===== config.mk =====
export PLATFORM = sky130hd
export DESIGN_NAME = rob_bypass_table
export DESIGN_NICKNAME = d
export VERILOG_FILES = /design/src/rtl/rob_bypass_table.sv
export SDC_FILE = /design/constraint.sdc
export NUM_CORES = 1
export LEC_CHECK = 0
export ABC_AREA = 1
export ABC_CLOCK_PERIOD_IN_PS = 2650
export CAP_MARGIN = 20
export CORE_MARGIN = 2
export CORE_UTILIZATION = 30
export DETAILED_ROUTE_END_ITERATION = 10
export GPL_TIMING_DRIVEN = 0
export PLACE_DENSITY_LB_ADDON = 0.05
export SKIP_CTS_REPAIR_TIMING = 1
export SLEW_MARGIN = 20
export SYNTH_ARGS = -nofsm -noshare
export SYNTH_HDL_FRONTEND = slang
export SYNTH_SLANG_ARGS = --single-unit

===== constraint.sdc =====
create_clock -name clk -period 2.65 [get_ports clk]
set_input_delay 0.265 -clock clk [delete_from_list [all_inputs] [get_ports clk]]
set_output_delay 0.265 -clock clk [all_outputs]
set_load 0.05 [all_outputs]

===== src/rtl/rob_bypass_table.sv =====
// rob_bypass_table: speculative result table indexed by ROB tag.
// Two combinational read ports with write-through bypass, one write port,
// one invalidate (commit) port, a synchronous flush and a registered
// occupancy counter kept in step with the valid bits.
module rob_bypass_table #(
    parameter int NUM_REGISTERS     = 8,
    parameter int LOG_NUM_REGISTERS = 3,
    parameter int WIDTH             = 3
) (
    input  logic                         clk,
    input  logic                         reset,
    input  logic [LOG_NUM_REGISTERS-1:0] ra,
    input  logic [LOG_NUM_REGISTERS-1:0] rb,
    output logic [WIDTH-1:0]             a,
    output logic [WIDTH-1:0]             b,
    output logic                         a_valid,
    output logic                         b_valid,
    input  logic                         writeEnable,
    input  logic [LOG_NUM_REGISTERS-1:0] writeAddr,
    input  logic [WIDTH-1:0]             d,
    input  logic                         invEnable,
    input  logic [LOG_NUM_REGISTERS-1:0] invAddr,
    input  logic                         flush,
    output logic [LOG_NUM_REGISTERS:0]   valid_count
);

    logic [WIDTH-1:0]         data [NUM_REGISTERS];
    logic [NUM_REGISTERS-1:0] valid;

    logic                         wr_act;
    logic                         inv_act;
    logic                         cnt_inc;
    logic                         cnt_dec;
    logic [LOG_NUM_REGISTERS:0]   count_next;

    // Qualified write/invalidate and the incremental occupancy update.
    // An invalidate that hits the entry being written is overridden by the
    // write, so it must not decrement the count.
    always_comb begin
        wr_act     = writeEnable && !flush;
        inv_act    = invEnable && !flush;
        cnt_inc    = wr_act && !valid[writeAddr];
        cnt_dec    = inv_act && valid[invAddr] && !(wr_act && (writeAddr == invAddr));
        count_next = valid_count;
        if (cnt_inc && !cnt_dec) begin
            count_next = valid_count + 1'b1;
        end else if (cnt_dec && !cnt_inc) begin
            count_next = valid_count - 1'b1;
        end
    end

    // Data storage: flush leaves the data untouched, only validity is dropped.
    always_ff @(posedge clk or posedge reset) begin
        if (reset) begin
            for (int i = 0; i < NUM_REGISTERS; i++) begin
                data[i] <= '0;
            end
        end else if (wr_act) begin
            data[writeAddr] <= d;
        end
    end

    // Valid bits: the write is applied after the invalidate so it wins on a
    // same-index collision.
    always_ff @(posedge clk or posedge reset) begin
        if (reset) begin
            valid <= '0;
        end else if (flush) begin
            valid <= '0;
        end else begin
            if (invEnable) begin
                valid[invAddr] <= 1'b0;
            end
            if (writeEnable) begin
                valid[writeAddr] <= 1'b1;
            end
        end
    end

    // Occupancy counter; saturates naturally because it tracks popcount(valid).
    always_ff @(posedge clk or posedge reset) begin
        if (reset) begin
            valid_count <= '0;
        end else if (flush) begin
            valid_count <= '0;
        end else begin
            valid_count <= count_next;
        end
    end

    // Read ports with write-through bypass; forced to zero while in reset so
    // the bypass path cannot leak a value during reset.
    always_comb begin
        a       = '0;
        a_valid = 1'b0;
        b       = '0;
        b_valid = 1'b0;
        if (!reset) begin
            if (wr_act && (ra == writeAddr)) begin
                a       = d;
                a_valid = 1'b1;
            end else begin
                a       = data[ra];
                a_valid = valid[ra];
            end
            if (wr_act && (rb == writeAddr)) begin
                b       = d;
                b_valid = 1'b1;
            end else begin
                b       = data[rb];
                b_valid = valid[rb];
            end
        end
    end

endmodule


==> results of run 1 <==
==> registers in the layout, indices dropped and copies added, names as in the netlist <==
signal	flops
valid	8
data	24
valid_count	4
==> cell type report <==
cell class	count	share of cell area, %
inverter	47	5.72
sequential	36	29.0
timing repair buffer	32	11.3
clock inverter	3	1.37
tap	105	4.23
multi-input combinational	282	44.6
buffer	10	1.61
clock buffer	5	2.22
==> stage by stage <==
stage / area (um^2) / hold WS, ns / utilization (%) / setup slack [ns] / cells
floorplan: 2490 / 0.312 / - / 0.509 / 375
global placement: 2910 / 0.472 / 35.7 / -0.920 / 509
detailed placement: 2930 / 0.477 / 36.0 / -0.382 / 510
CTS: 3040 / 0.176 / 37.4 / -0.389 / 518
global route: 3110 / 0.202 / 38.2 / 0.0158 / 520
finish: 3110 / 0.173 / 38.2 / 0.0904 / 520
==> critical path, cell delays in order <==
cell and delay, ns:
clkdlybuf4s50_1 0.70, inv_1 0.17, nand2_1 0.10, a21oi_1 0.07
nand2_1 0.23, o21ai_0 0.12, a31oi_1 0.20, dlymetal6s2s_1 0.45
==> synth_stat cells <==
library cell,n
o21ai_0,55
buf_2,2
inv_2,3
xnor2_1,1
buf_1,1
dfrtp_1,36
nor2_2,4
or2_2,1
a21oi_1,33
clkbuf_1,6
nor2_1,17
nand2_1,114
nand2_4,1
o21ai_1,1
a21oi_2,1
a31oi_1,6
o211ai_1,11
clkinv_1,1
o22ai_1,1
ha_1,2
nand3_1,25
nor2b_4,1
xor2_1,1
nand4_1,3
inv_1,43
fa_1,1
nand3_2,2
nand2_2,1
buf_6,1
==> worst min-delay path by stage <==
stage               startpoint  endpoint  cells after the start
floorplan                reset   data[0]                      1
global placement       data[3]   data[3]                      2
detailed placement     data[4]   data[4]                      2
CTS                      reset  data[12]                      2
global route             reset  data[12]                      2
finish                   reset  data[12]                      2
==> cells by family (layout without fill, tap and decap cells) <==
family	after synthesis	count (layout)	share of synthesized area [%]
AO/OA/AOI/OAI	108	108	23.4
XOR/XNOR	2	2	0.705
buffers and inverters	57	97	9.01
flip-flops	36	36	36.2
adder cells (fa/ha/maj)	3	3	1.81
AND/OR/NAND/NOR	169	169	28.9
==> layer usage <==
layer  global-route usage [%]  vias up
met5                        0        -
met4                     5.68        0
met3                     3.08        9
met2                     28.3       74
met1                     29.0     1215
li1                         -     1318
==> report_power, final <==
part	switching [W]	leakage [nW]	internal [W]
registers	0.0000766	0.468	0.000637
clock network	0.000231	0.0541	0.000279
logic	0.000324	1.11	0.000191
==> reports/qor.csv, run 1 <==
metric,value,unit
status,finished clean,
I/O pin count,32,
Die Span Y,95.0,um
Crit path required time,2.38,ns
Max transition margin,65.5,%
Initial Util,30.6,%
leading area contributor after synthesis,dfrtp_1,
fill cell count,859,
Area Growth Syn to Fin,24.9,%
endpoint class of the critical path,output pin,
H-tree depth,2,
first-pass GRT wire length,13100,um
"Clk Latency, worst-skew pair",0.29,ns
Detail Placement HPWL,6160,um
"Reg clk slew, reported paths",0.08,ns
Top Layer Used,met4,
end point of the critical path,a[1],
sequential fraction of the synthesis area,36.2,%
port buffer count,29,
Synth area leaders,"dfrtp_1 36%, nand2_1 17%, o21ai_0 11%, a21oi_1 6.6%, inv_1 6.5%",
total iterations of the first detailed-routing run,5,
Detail Route Antenna Nets,0,
CP max FO,7,
Hold Crit Class,input pin to asynchronous set/reset pin,
clock tree root buffer cell,clkbuf_8,
area of the multi-input gates,1380,um^2
global route overflow,0,
Vias,2616,
Fmax,391,MHz
worst vdd ir,301,uV
end of the worst register-to-register path,valid_count[3],
Final Setup Violations,0,
"commonest non-fill, non-tap cell in the layout",nand2_1,
minimum clock period,2.56,ns
Synth top area share,36.2,%
worst r2r src,valid[0],
R2R cell count,18,
Antenna Diode Count,0,
setup TNS after final layout,0,ns
"reg-to-reg slack, setup",0.34,ns
arrival time worst endpoint,2.29,ns
YS warnings,0,
register area,901,um^2
pwr/cell area,560,nW/um^2
drt drc,0,
Yosys cell types,29,
die area,9030,um^2
Post-Syn Instances,375,
number of global-route vias before repair,2437,
Num Clock Sinks,36,
row count,33,
WL/cell,15.7,um
met1 WL,4050,um
LEAKAGE,1.63,nW
post-synthesis sequential element count,36,
Clock Tree Buf Depth,2,
endpoints failing hold,0,
routed wl met3,455,um
Post-Syn Area,2490,um^2
Post-Syn Nets,398,
Slew @ Worst Pin,0.516,ns
RD Place Congestion,0.862,
most frequent cells in the layout,"113 x nand2_1, 55 x o21ai_0, 43 x inv_1",
Worst Skew,0.00248,ns
period utilisation layout,96.6,%
Die Span X,95.0,um
"Avg Cell Area, Syn",6.63,um^2
DRT Wirelength,8190,um
share of layout cells above drive strength 1,8.43,%
type of the worst setup path,input pin to output pin,
initial antenna violation count,0,
DR iter-0 viols,181,
Setup crit start,ra[2],
Startpoint Class,input pin,
RSZ-0062 raised after global routing,no,
core area,8130,um^2
"Power, Total",0.00174,W
Final nets,437,
largest net degree at the start of global routing,38,
total track usage,19.3,%
post-DR vias/cell,5.03,
max_cap viols,0,
Inserted Clock Buffers,5,
CTS tree,built,
met2 WL,3590,um
fin. max-slew vios,0,
No activity file was read; power rests on OpenSTA's default activity.
==> run 2, diff against run 1 <==
--- a/config.mk
+++ b/config.mk
@@ -7,7 +7,6 @@
 export LEC_CHECK = 0
 export ABC_AREA = 1
 export ABC_CLOCK_PERIOD_IN_PS = 2650
-export CAP_MARGIN = 20
 export CORE_MARGIN = 2
 export CORE_UTILIZATION = 30
 export DETAILED_ROUTE_END_ITERATION = 10
==> results of run 2 <==
Final layout, timing and power as in run 1 (identical DEF).
==> patch (config.mk and constraints of run 2) <==
Add an input register stage for `d`, cleared by the reset; this delays it by one clock. The other inputs are not delayed to match.
--- a/src/rtl/rob_bypass_table.sv
+++ b/src/rtl/rob_bypass_table.sv
@@ -24,4 +24,14 @@
     output logic [LOG_NUM_REGISTERS:0]   valid_count
 );
+
+    logic [WIDTH-1:0] d_q;
+
+    always_ff @(posedge clk or posedge reset) begin
+        if (reset) begin
+            d_q <= '0;
+        end else begin
+            d_q <= d;
+        end
+    end
 
     logic [WIDTH-1:0]         data [NUM_REGISTERS];
@@ -57,5 +67,5 @@
             end
         end else if (wr_act) begin
-            data[writeAddr] <= d;
+            data[writeAddr] <= d_q;
         end
     end
@@ -98,5 +108,5 @@
         if (!reset) begin
             if (wr_act && (ra == writeAddr)) begin
-                a       = d;
+                a       = d_q;
                 a_valid = 1'b1;
             end else begin
@@ -105,5 +115,5 @@
             end
             if (wr_act && (rb == writeAddr)) begin
-                b       = d;
+                b       = d_q;
                 b_valid = 1'b1;
             end else begin
Formal check against the unedited RTL: not equivalent (a bounded check fails within 4 cycles, from zero or initial values and one cycle with reset high).
==> patch against run 2 <==
Worst setup slack better by 0.061 ns. Routed wire length is 1.7% higher. Cell area is 2.0% higher. Synthesized area is 6.3% higher. Critical path depth stayed put. Core utilization is 1.5 points lower. Maximum frequency is 2.5% higher. Power is 4.5% higher. Sequential cell count is 3 higher. First-iteration DRC count is 19% higher. Critical endpoint is now b[0]. Largest power group unchanged.
==> patch: results (changes against run 2) <==
met2 Resource Use GR -> 25.3% (-3.0 points)
largest net degree at the start of global routing -> 27 (-29%)
Vias -> 2605 (-0.42%)
top cells by count, synth -> nand2_1, o21ai_0, dfrtp_1, inv_1, a21oi_1
vias per cell -> 5.00 (-0.61%)
Post-Synth XOR/XNOR Area -> 1.33% (+0.62 points)
Comb group -> 519 uW (+0.8%)
peak supply drop -> 282 uV (-6.4%)
met1 Use GR -> 27.4% (-1.6 points)
distinct cell type count after synthesis -> 30 (+3.4%)
GPL Wtd Cong -> 0.889 (+3.1%)
Filler cells -> 953 (+11%)
clk pwr -> 527 uW (+4%)
Worst path max stage delay -> 0.57 ns (-0.13 ns)
port bufs -> 26 (-10%)
Compound-Gate Fraction of Synth Area -> 21.7% (-1.6 points)
WL final -> 8330 um (+1.7%)
Worst EP arrival -> 2.23 ns (-0.06 ns)
status -> complete, no violations
Syn Nets -> 401 (+0.75%)
post-synthesis adder-cell area fraction -> 1.70% (-0.11 points)
internal power -> 1.15 mW (+4.1%)
first-pass GRT wire length -> 13500 um (+2.4%)
worst min path class -> primary input to asynchronous set/reset pin
Layout Nets -> 435 (-0.46%)
dpl hpwl -> 6370 um (+3.4%)
met3 WL -> 420 um (-7.7%)
met3 Usage GRT -> 3.29% (+0.21 points)
worst clock skew -> 0.00536 ns (+0.00289 ns)
top cells by area, synth -> dfrtp_1, nand2_1, o21ai_0, a21oi_1, inv_1
total power -> 1.82 mW (+4.5%)
met2 routed WL -> 3540 um (-1.2%)
met1 wire length -> 4270 um (+5.5%)
Leakage -> 1.58 nW (-2.9%)
placed cell count -> 513 (+0.59%)
dpl ws -> -0.414 ns (-0.0317 ns)
placed instance area -> 0.00306 mm^2 (+4.4%)
Global Route Usage Sum -> 17.8% (-1.5 points)
[patch: worst paths after layout]
| check | start | slack [ns] | cells past startpoint | to |
|---|---|---|---|---|
| max in group asynchronous | reset | 1.84 | 3 | valid[7] |
| setup / recovery | rb[1] | 0.15 | 8 | b[0] |
| hold reg to reg | data[21] | 0.50 | 2 | data[21] |
| setup reg to reg | valid[6] | 0.42 | 17 | valid_count[3] |
| hold / removal | reset | 0.30 | 2 | data[3] |
| min in group clk | d[2] | 0.40 | 1 | d_q[2] |
[patch: layout make-up]
type / instances / area share [%]
plain buffers: 11 / 1.90
well taps: 108 / 4.27
flip-flops and latches: 39 / 30.8
repair buffers: 27 / 8.45
clock buffers: 5 / 2.17
inverters: 48 / 5.77
multi-input cells: 280 / 45.2
clock inverters: 3 / 1.46
[patch: stage by stage]
step,util [%],TNS [ns]
final,36.7,0
after global routing,36.7,0
after CTS,36.7,-2.86
after detailed placement,35.4,-2.85
after global placement,35.2,-7.97
after floorplan,-,0
